<file path="config.mk">
export PLATFORM = sky130hd
export DESIGN_NAME = irq_ctrl
export DESIGN_NICKNAME = d
export VERILOG_FILES = /design/src/rtl/irq_ctrl.sv
export SDC_FILE = /design/constraint.sdc
export NUM_CORES = 1
export LEC_CHECK = 0
export BUFFER_PORTS_ARGS = -buffer_cell sky130_fd_sc_hd__buf_2
export CORE_AREA = 3 3 77 79
export DETAILED_ROUTE_END_ITERATION = 8
export DIE_AREA = 0 0 80 82
export HOLD_SLACK_MARGIN = 0.05
export MAX_ROUTING_LAYER = met4
export PLACE_DENSITY_LB_ADDON = 0.08
export SYNTH_ARGS = -nofsm -noshare
export SYNTH_HDL_FRONTEND = slang
export SYNTH_SLANG_ARGS = --single-unit
</file>
<file path="constraint.sdc">
create_clock -name clk -period 2.1 [get_ports clk]
set_input_delay 0.42 -clock clk [delete_from_list [all_inputs] [get_ports clk]]
set_output_delay 0.42 -clock clk [all_outputs]
set_load 0.05 [all_outputs]
</file>
<file path="src/rtl/irq_ctrl.sv">
// irq_ctrl: prioritised, maskable, nested interrupt controller that feeds the program sequencer
module irq_ctrl #(
   parameter int NUM_IRQ     = 8,
   parameter int DATA_WIDTH  = 16,
   parameter int VEC_WIDTH   = 3,
   parameter int SYNC_STAGES = 2
) (
   input  logic                  clk,
   input  logic                  reset,
   input  logic [NUM_IRQ-1:0]    irq_src,
   input  logic                  ps_ic_gie,
   input  logic                  ps_ic_wrt_en,
   input  logic [1:0]            ps_ic_wadd,
   input  logic [1:0]            ps_ic_radd,
   input  logic [DATA_WIDTH-1:0] bc_dt,
   output logic [DATA_WIDTH-1:0] ic_bc_dt,
   output logic                  ic_ps_irq,
   output logic [VEC_WIDTH-1:0]  ic_ps_vec,
   input  logic                  ps_ic_ack,
   input  logic                  ps_ic_rti
);
   typedef enum logic {IDLE, REQ} state_t;
   state_t state, state_n;
   logic [NUM_IRQ-1:0] sync_q [SYNC_STAGES];
   logic [NUM_IRQ-1:0] s, s_d, hw_set, imask, ilat, imode, irptl;
   logic [NUM_IRQ-1:0] elig, below, ack_bit, wdata, ilat_n, irptl_n, rd;
   logic [VEC_WIDTH-1:0] win;
   logic any, ack_ok, unused;
   assign unused  = ^bc_dt;
   assign wdata   = bc_dt[NUM_IRQ-1:0];
   assign s       = sync_q[SYNC_STAGES-1];
   assign hw_set  = (imode & s & ~s_d) | (~imode & s);
   // isolating the lowest in-service bit and subtracting one leaves exactly the
   // strictly-higher-priority indices; with nothing in service it wraps to all ones
   assign below   = (irptl & -irptl) - NUM_IRQ'(1);
   assign elig    = ilat & imask & {NUM_IRQ{ps_ic_gie}} & below;
   assign any     = |elig;
   assign ack_ok  = (state == REQ) && ps_ic_ack;
   assign ack_bit = ack_ok ? NUM_IRQ'(1) << ic_ps_vec : '0;
   // hardware set beats the ack clear, which beats a software write
   assign ilat_n  = hw_set | (~ack_bit & ((ps_ic_wrt_en && ps_ic_wadd == 2'd1) ? wdata : ilat));
   assign irptl_n = (ps_ic_rti ? irptl & (irptl - NUM_IRQ'(1)) : irptl) | ack_bit;
   assign ic_ps_irq = (state == REQ);
   always_comb begin
      win = '0;
      for (int i = NUM_IRQ - 1; i >= 0; i--)
         if (elig[i]) win = VEC_WIDTH'(i);
   end
   always_comb begin
      rd = ps_ic_radd == 2'd0 ? imask : ps_ic_radd == 2'd1 ? ilat : ps_ic_radd == 2'd2 ? imode : irptl;
   end
   always_comb begin
      state_n = state;
      state_n = (state == IDLE) ? (any ? REQ : IDLE) : ((ps_ic_ack || !elig[ic_ps_vec]) ? IDLE : REQ);
   end
   always_ff @(posedge clk) begin
      if (reset) state <= IDLE;
      else       state <= state_n;
   end
   always_ff @(posedge clk) begin
      if (reset) begin
         for (int i = 0; i < SYNC_STAGES; i++) sync_q[i] <= '0;
         s_d       <= '0;
         imask     <= '0;
         ilat      <= '0;
         imode     <= '1;
         irptl     <= '0;
         ic_ps_vec <= '0;
         ic_bc_dt  <= '0;
      end else begin
         sync_q[0] <= irq_src;
         for (int i = 1; i < SYNC_STAGES; i++) sync_q[i] <= sync_q[i-1];
         s_d      <= s;
         ilat     <= ilat_n;
         irptl    <= irptl_n;
         imask    <= (ps_ic_wrt_en && ps_ic_wadd == 2'd0) ? wdata : imask;
         imode    <= (ps_ic_wrt_en && ps_ic_wadd == 2'd2) ? wdata : imode;
         ic_bc_dt <= DATA_WIDTH'(rd);
         if (state == IDLE && any) ic_ps_vec <= win;
      end
   end
endmodule
</file>
=== Yosys cells after proc, flatten, opt, wreduce, memory -nomap -nowiden ===
Memory sizes are Yosys's and may differ from the RTL's.
Index checks and enable logic that the tools add are counted.
Widths: inputs -> output; s select.

* Add/sub/neg operators: 3
* Order comparisons: 1
* Equal/unequal tests: 4
* Shift operators: 1
* Muxes and demuxes: 24
* Bitwise gates (word level): 18
* Reduce and logical (&&, ||, !) cells: 10

{| class="wikitable"
|+ Operators by type and width
! cell !! number
|-
| $and 8x8->8 || 9
|-
| $mux 8 || 8
|-
| $mux 3 || 8
|-
| $not 8->8 || 3
|-
| $or 8x8->8 || 3
|-
| $sub 8x1->8 const B || 2
|-
| $neg 8->8 || 1
|-
| $reduce_or 8->1 || 1
|-
| $shl 1x3->8 const A || 1
|-
| $mux 1 || 7
|-
| $logic_and 1x1->1 || 5
|-
| $eq 2x1->1 const B || 2
|-
| $eq 2x2->1 const B || 2
|-
| $logic_not 2->1 || 2
|-
| $lt 3x4->1 const B || 1
|-
| $bmux 1 s3 || 1
|-
| $or 1x1->1 || 2
|-
| $logic_not 1->1 || 1
|-
| $logic_or 1x1->1 || 1
|-
| $not 1->1 || 1
|}

* Register bits after elaboration: 60
* RAM bits: 16
* Bits of input ports: 34
* Output and inout bits: 20
* Logic and storage cells: 71
* Memories kept: 1

{| class="wikitable"
|+ Memory list
! name !! words !! bits a word !! read ports !! clocked after Yosys merged registers in !! write ports !! line !! RTL
|-
| sync_q || 2 || 8 || 2 || 0 || 2 || 24 || <nowiki>logic [NUM_IRQ-1:0] sync_q [SYNC_STAGES];</nowiki>
|}

=== Depth between registers and ports, before layout ===
* Depth in word-level cells: 12
* Gate-level depth with buffers: 7
* Depth with buffers taken out: 5

=== Least setup slack after synthesis ===
No wires, ideal clock.

* Path type: register to register
* Start: reg ic_ps_vec[1]
* End: reg state, in the netlist ic_ps_irq
* Setup time: 0.092 ns
* Arrival time: 1.567 ns
* Required time: 2.008 ns
* Setup slack: 0.441 ns
* Cell stages (with the launch flop): 6
* Clock period less this slack: 1.659 ns
* Cell sequence: dfxtp_1 > clkbuf_1 > inv_1 > nor4_1 > o21ai_0 > o32ai_1

* Longest elaborated chain between the ends: 6

{| class="wikitable"
|+ Ends and longest elaborated chain
! item !! line !! RTL
|-
| from (decl) || 18 || <nowiki>output logic [VEC_WIDTH-1:0] ic_ps_vec,</nowiki>
|-
| from (signal assigned) || 79 || <nowiki>if (state == IDLE && any) ic_ps_vec <= win;</nowiki>
|-
| $bmux 1 s3 || 54 || <nowiki>state_n = (state == IDLE) ? (any ? REQ : IDLE) : ((ps_ic_ack || !elig[ic_ps_vec]) ? IDLE : REQ);</nowiki>
|-
| $mux 1 (not written as such) || 54 ||
|-
| $logic_not 1->1 || 54 ||
|-
| $logic_or 1x1->1 || 54 ||
|-
| $mux 1 (2 in series) || 54 ||
|-
| to (signal assigned) || 58 || <nowiki>else state <= state_n;</nowiki>
|-
| to (decl) || 23 || <nowiki>state_t state, state_n;</nowiki>
|}

Every way passes these cells. The select of a mux whose other input is x is not followed.
A chain may end at the register's enable or synchronous reset.

=== Worst setup path after layout ===
* Start: reg irptl[1]
* End: reg ic_ps_vec[1]

* Longest elaborated chain between the ends: 12

{| class="wikitable"
|+ Ends and longest elaborated chain
! item !! line !! RTL
|-
| from (decl) || 25 || <nowiki>logic [NUM_IRQ-1:0] s, s_d, hw_set, imask, ilat, imode, irptl;</nowiki>
|-
| from (signal assigned) || 75 || <nowiki>irptl <= irptl_n;</nowiki>
|-
| $neg 8->8 || 35 || <nowiki>assign below = (irptl & -irptl) - NUM_IRQ'(1);</nowiki>
|-
| $and 8x8->8 * || 35 ||
|-
| $sub 8x1->8 * || 35 ||
|-
| $and 8x8->8 * || 36 || <nowiki>assign elig = ilat & imask & {NUM_IRQ{ps_ic_gie}} & below;</nowiki>
|-
| $mux 3 (8 in series) || 47 || <nowiki>if (elig[i]) win = VEC_WIDTH'(i);</nowiki>
|}

Mark *: on every way between the ends. The rest lies on a longest branch, timed or not.

==> results.md <==
* Clock-pin transition on the worst setup and hold timing paths at roughly 0.070 ns
* Non-filler cells, final at a little over 400
* GR Util All Layers at 0.210
* Area grow syn2layout at 14.4%
* Largest net degree at the start of global routing at 26
* Synth unique cells at 48
* Largest family of logic cells by synthesized area: simple AND/OR/NAND/NOR gates
* Sequential share of the synthesized area at 0.481
* Via count at 2189
* Port Buf Inserts at 37
* Share of cells above drive strength 1 at 0.211
* YS warnings at 0
* Commonest cells after routing, fill and taps aside: 68 x dfxtp_1, 37 x buf_2, 36 x nand2_1, 28 x nor2b_1, 24 x nor2_1
* Top_reg_cell synth: dfxtp_1
* Clock skew at between 0.008 and 0.009 ns
* Mux contribution to synthesized area at 0.127
* Deepest clock path buffer count at 2
* Hold Crit Start: irq_src[4]
* Initial core utilization at 0.524
* Post-synth ARST share at 0
* CTS tree: done
* Largest area contributor in the netlist: dfxtp_1
* Final-report max-slew violation count at 0
* Largest delay share family, worst path: simple AND/OR/NAND/NOR gates
* Cell count after placement at ~400
* Tmin final at between 1.5 and 2 ns
* Crit Path Category: flop to flop
* Fillcell total at about 470
* CTS buffer count at 9
* DP Area at a little over 3000 um2
* Vias in the first global route at about 2100
* H-tree depth at 3
* Number of max-cap violations at 0
* ANT cells at 0
* Remaining DRCs at 0
* Nets@finish at 366
* Synth top area cells: dfxtp_1 48%, nor2b_1 6.2%, mux4_2 5.6%
* Leakage at between 1 and 1.5 nW
* HP Class: input port to flop
* F_max at between 0.5 and 0.6 GHz
* Status: finished, final reports clean
* Multi-input logic area at ~1400 um2
* Clk_lat worst skew at ~0.33 ns
* Register area at between 1000 and 1500 um2
* Final core occ at 0.599
* WP buf/inv at 0
* Worst R2R Setup Slack at ~0.38 ns
* Full die area at about 6600 um2
* DRT Pass-1 Iters at 4
* Yosys top cell area share at 0.481
* GPL Wtd Cong at slightly above 0.9
* Final HPWL DP at approximately 4400 um
* Final WL at a little over 6000 um
* CP Data Required Time at 2.30 ns
* First-pass GRT wire length at 10200 um
* Final setup violation count at 0
* Share of the clock period used by the worst path at 0.818
* Hold Fails Final Rpt at 0
* P per Cell Area at 829 nW/um2
* Crit path max fanout at 6
* Slew @ Worst Pin at between 0.5 and 0.6 ns
* Adder-cell share of the synthesized area at 0
* Post-cts resize count at 0
* Synth Area in Compound Gates at 0.0937
* Max transition margin at 0.626
* FF-to-FF End: ic_ps_vec[1]
* Mapped Cells at slightly below 300
* EDFF count, synth at 0
* Setup crit start kind: flop
* Synth Area per Inst at around 9.6 um2
* Core ar. at around 5400 um2
* Simple-gate share of the synthesized area at 0.253
* RSZ-0062 raised after global routing: false
* Mapped cell area at approximately 2800 um2
* # IOs at 54
* Grt ovf at 0
* Synthesis-stage register bit count at 68
* Start of the worst register-to-register path: irptl[1]
* Initial DRC Count at 237
* Die X at about 80 um
* CP max stage delay at slightly above 0.5 ns
* CP Cell Sequence: nor3b_2 > nand3b_2 > or4b_1 > a31oi_1 > a211oi_1
* Worst Setup End Kind: flop
* Setup TNS Final at 0 ns
* Root buf cell: clkbuf_8
* Antenna violations before repair at 0
* CTS Hold Buffers Added at 0
* Setup bufs post-CTS at 0
* Clock sinks at 68
* Worst Path Arrival at 1.92 ns
* Endpoint, Worst Hold: sync_q[0][4]
* Worst R2R Path Depth at 5
* FP Rows at 27
* DR WL/cell at 15.0 um
* Worst VDD drop at between 0.0006 and 0.0007 V
* Die height at ~82 um
* Hold depth at 2
* Vias per std cell at between 5 and 6
* Final Cell Area at ~3200 um2
* Final ANT Viol Nets at 0
* Commonest non-fill, non-tap cell in the layout: dfxtp_1
* Critical path's slowest cell: or4b_1
* Post-Synth XOR/XNOR Area at 0
==> metal layers <==
metal | up-vias | wire [um] | track usage
met3 | 10 | 477 | 0.0537
met1 | 1019 | 2840 | 0.277
met4 | 0 | 91 | 0.0743
met5 | - | 0 | -
met2 | 80 | 2700 | 0.315
li1 | 1080 | - | -
==> sequential cells by signal, indices dropped and copies added (netlist names) <==
| register | flops |
|---|---|
| sync_q | 16 |
| irptl | 8 |
| ic_ps_vec | 3 |
| imode | 8 |
| ic_ps_irq | 1 |
| imask | 8 |
| s_d | 8 |
| ilat | 8 |
| ic_bc_dt | 8 |
==> logic make-up after synthesis <==
kind of cell / count (synthesis)
simple gates: 134
compound gates: 42
flops: 68
other cells: 1
mux: 25
buf+inv: 24
==> cells in the mapped netlist (4+ instances only) <==
master,number
a21oi_1,14
a22oi_1,6
and2_1,9
buf_4,8
clkbuf_1,11
dfxtp_1,68
mux2_2,4
mux2i_1,13
mux4_2,7
nand2_1,36
nand3_1,14
nor2_1,24
nor2b_1,28
o21ai_0,5
==> worst max path at each step <==
| stage | start | end | slack, ns | depth (start not counted) |
|---|---|---|---|---|
| floorplan | ic_ps_vec[1] | ic_ps_irq | 0.44 | 5 |
| global placement | ps_ic_gie | ic_ps_vec[1] | 0.31 | 6 |
| detailed placement | ps_ic_gie | ic_ps_vec[1] | 0.26 | 6 |
| CTS | irptl[1] | ic_ps_vec[1] | 0.38 | 5 |
| global route | irptl[1] | ic_ps_vec[1] | 0.27 | 5 |
| finish | irptl[1] | ic_ps_vec[1] | 0.38 | 5 |
==> through the flow <==
step | setup WS, ns | total power, mW | hold slack [ns]
after floorplan | 0.441 | 1.62 | 0.414
after global placement | 0.310 | 1.68 | 0.417
after detailed placement | 0.257 | 1.68 | 0.420
after CTS | 0.382 | 2.71 | 0.281
after global routing | 0.273 | 2.79 | 0.285
final | 0.382 | 2.68 | 0.296
==> report_power, final <==
group	total, mW	internal, mW	switching [mW]
logic	0.279	0.108	0.171
registers	1.37	1.34	0.0314
clock network	1.03	0.575	0.456
total	2.68	2.03	0.659
==> final cells by class <==
cell class                 count  share of cell area
clock buffer                  13              0.0460
clock inverter                 2              0.0108
sequential                    68               0.421
timing repair buffer          42              0.0688
multi-input combinational    209               0.424
inverter                       2             0.00232
tap                           72              0.0278
(Power assumes the default switching activity.)
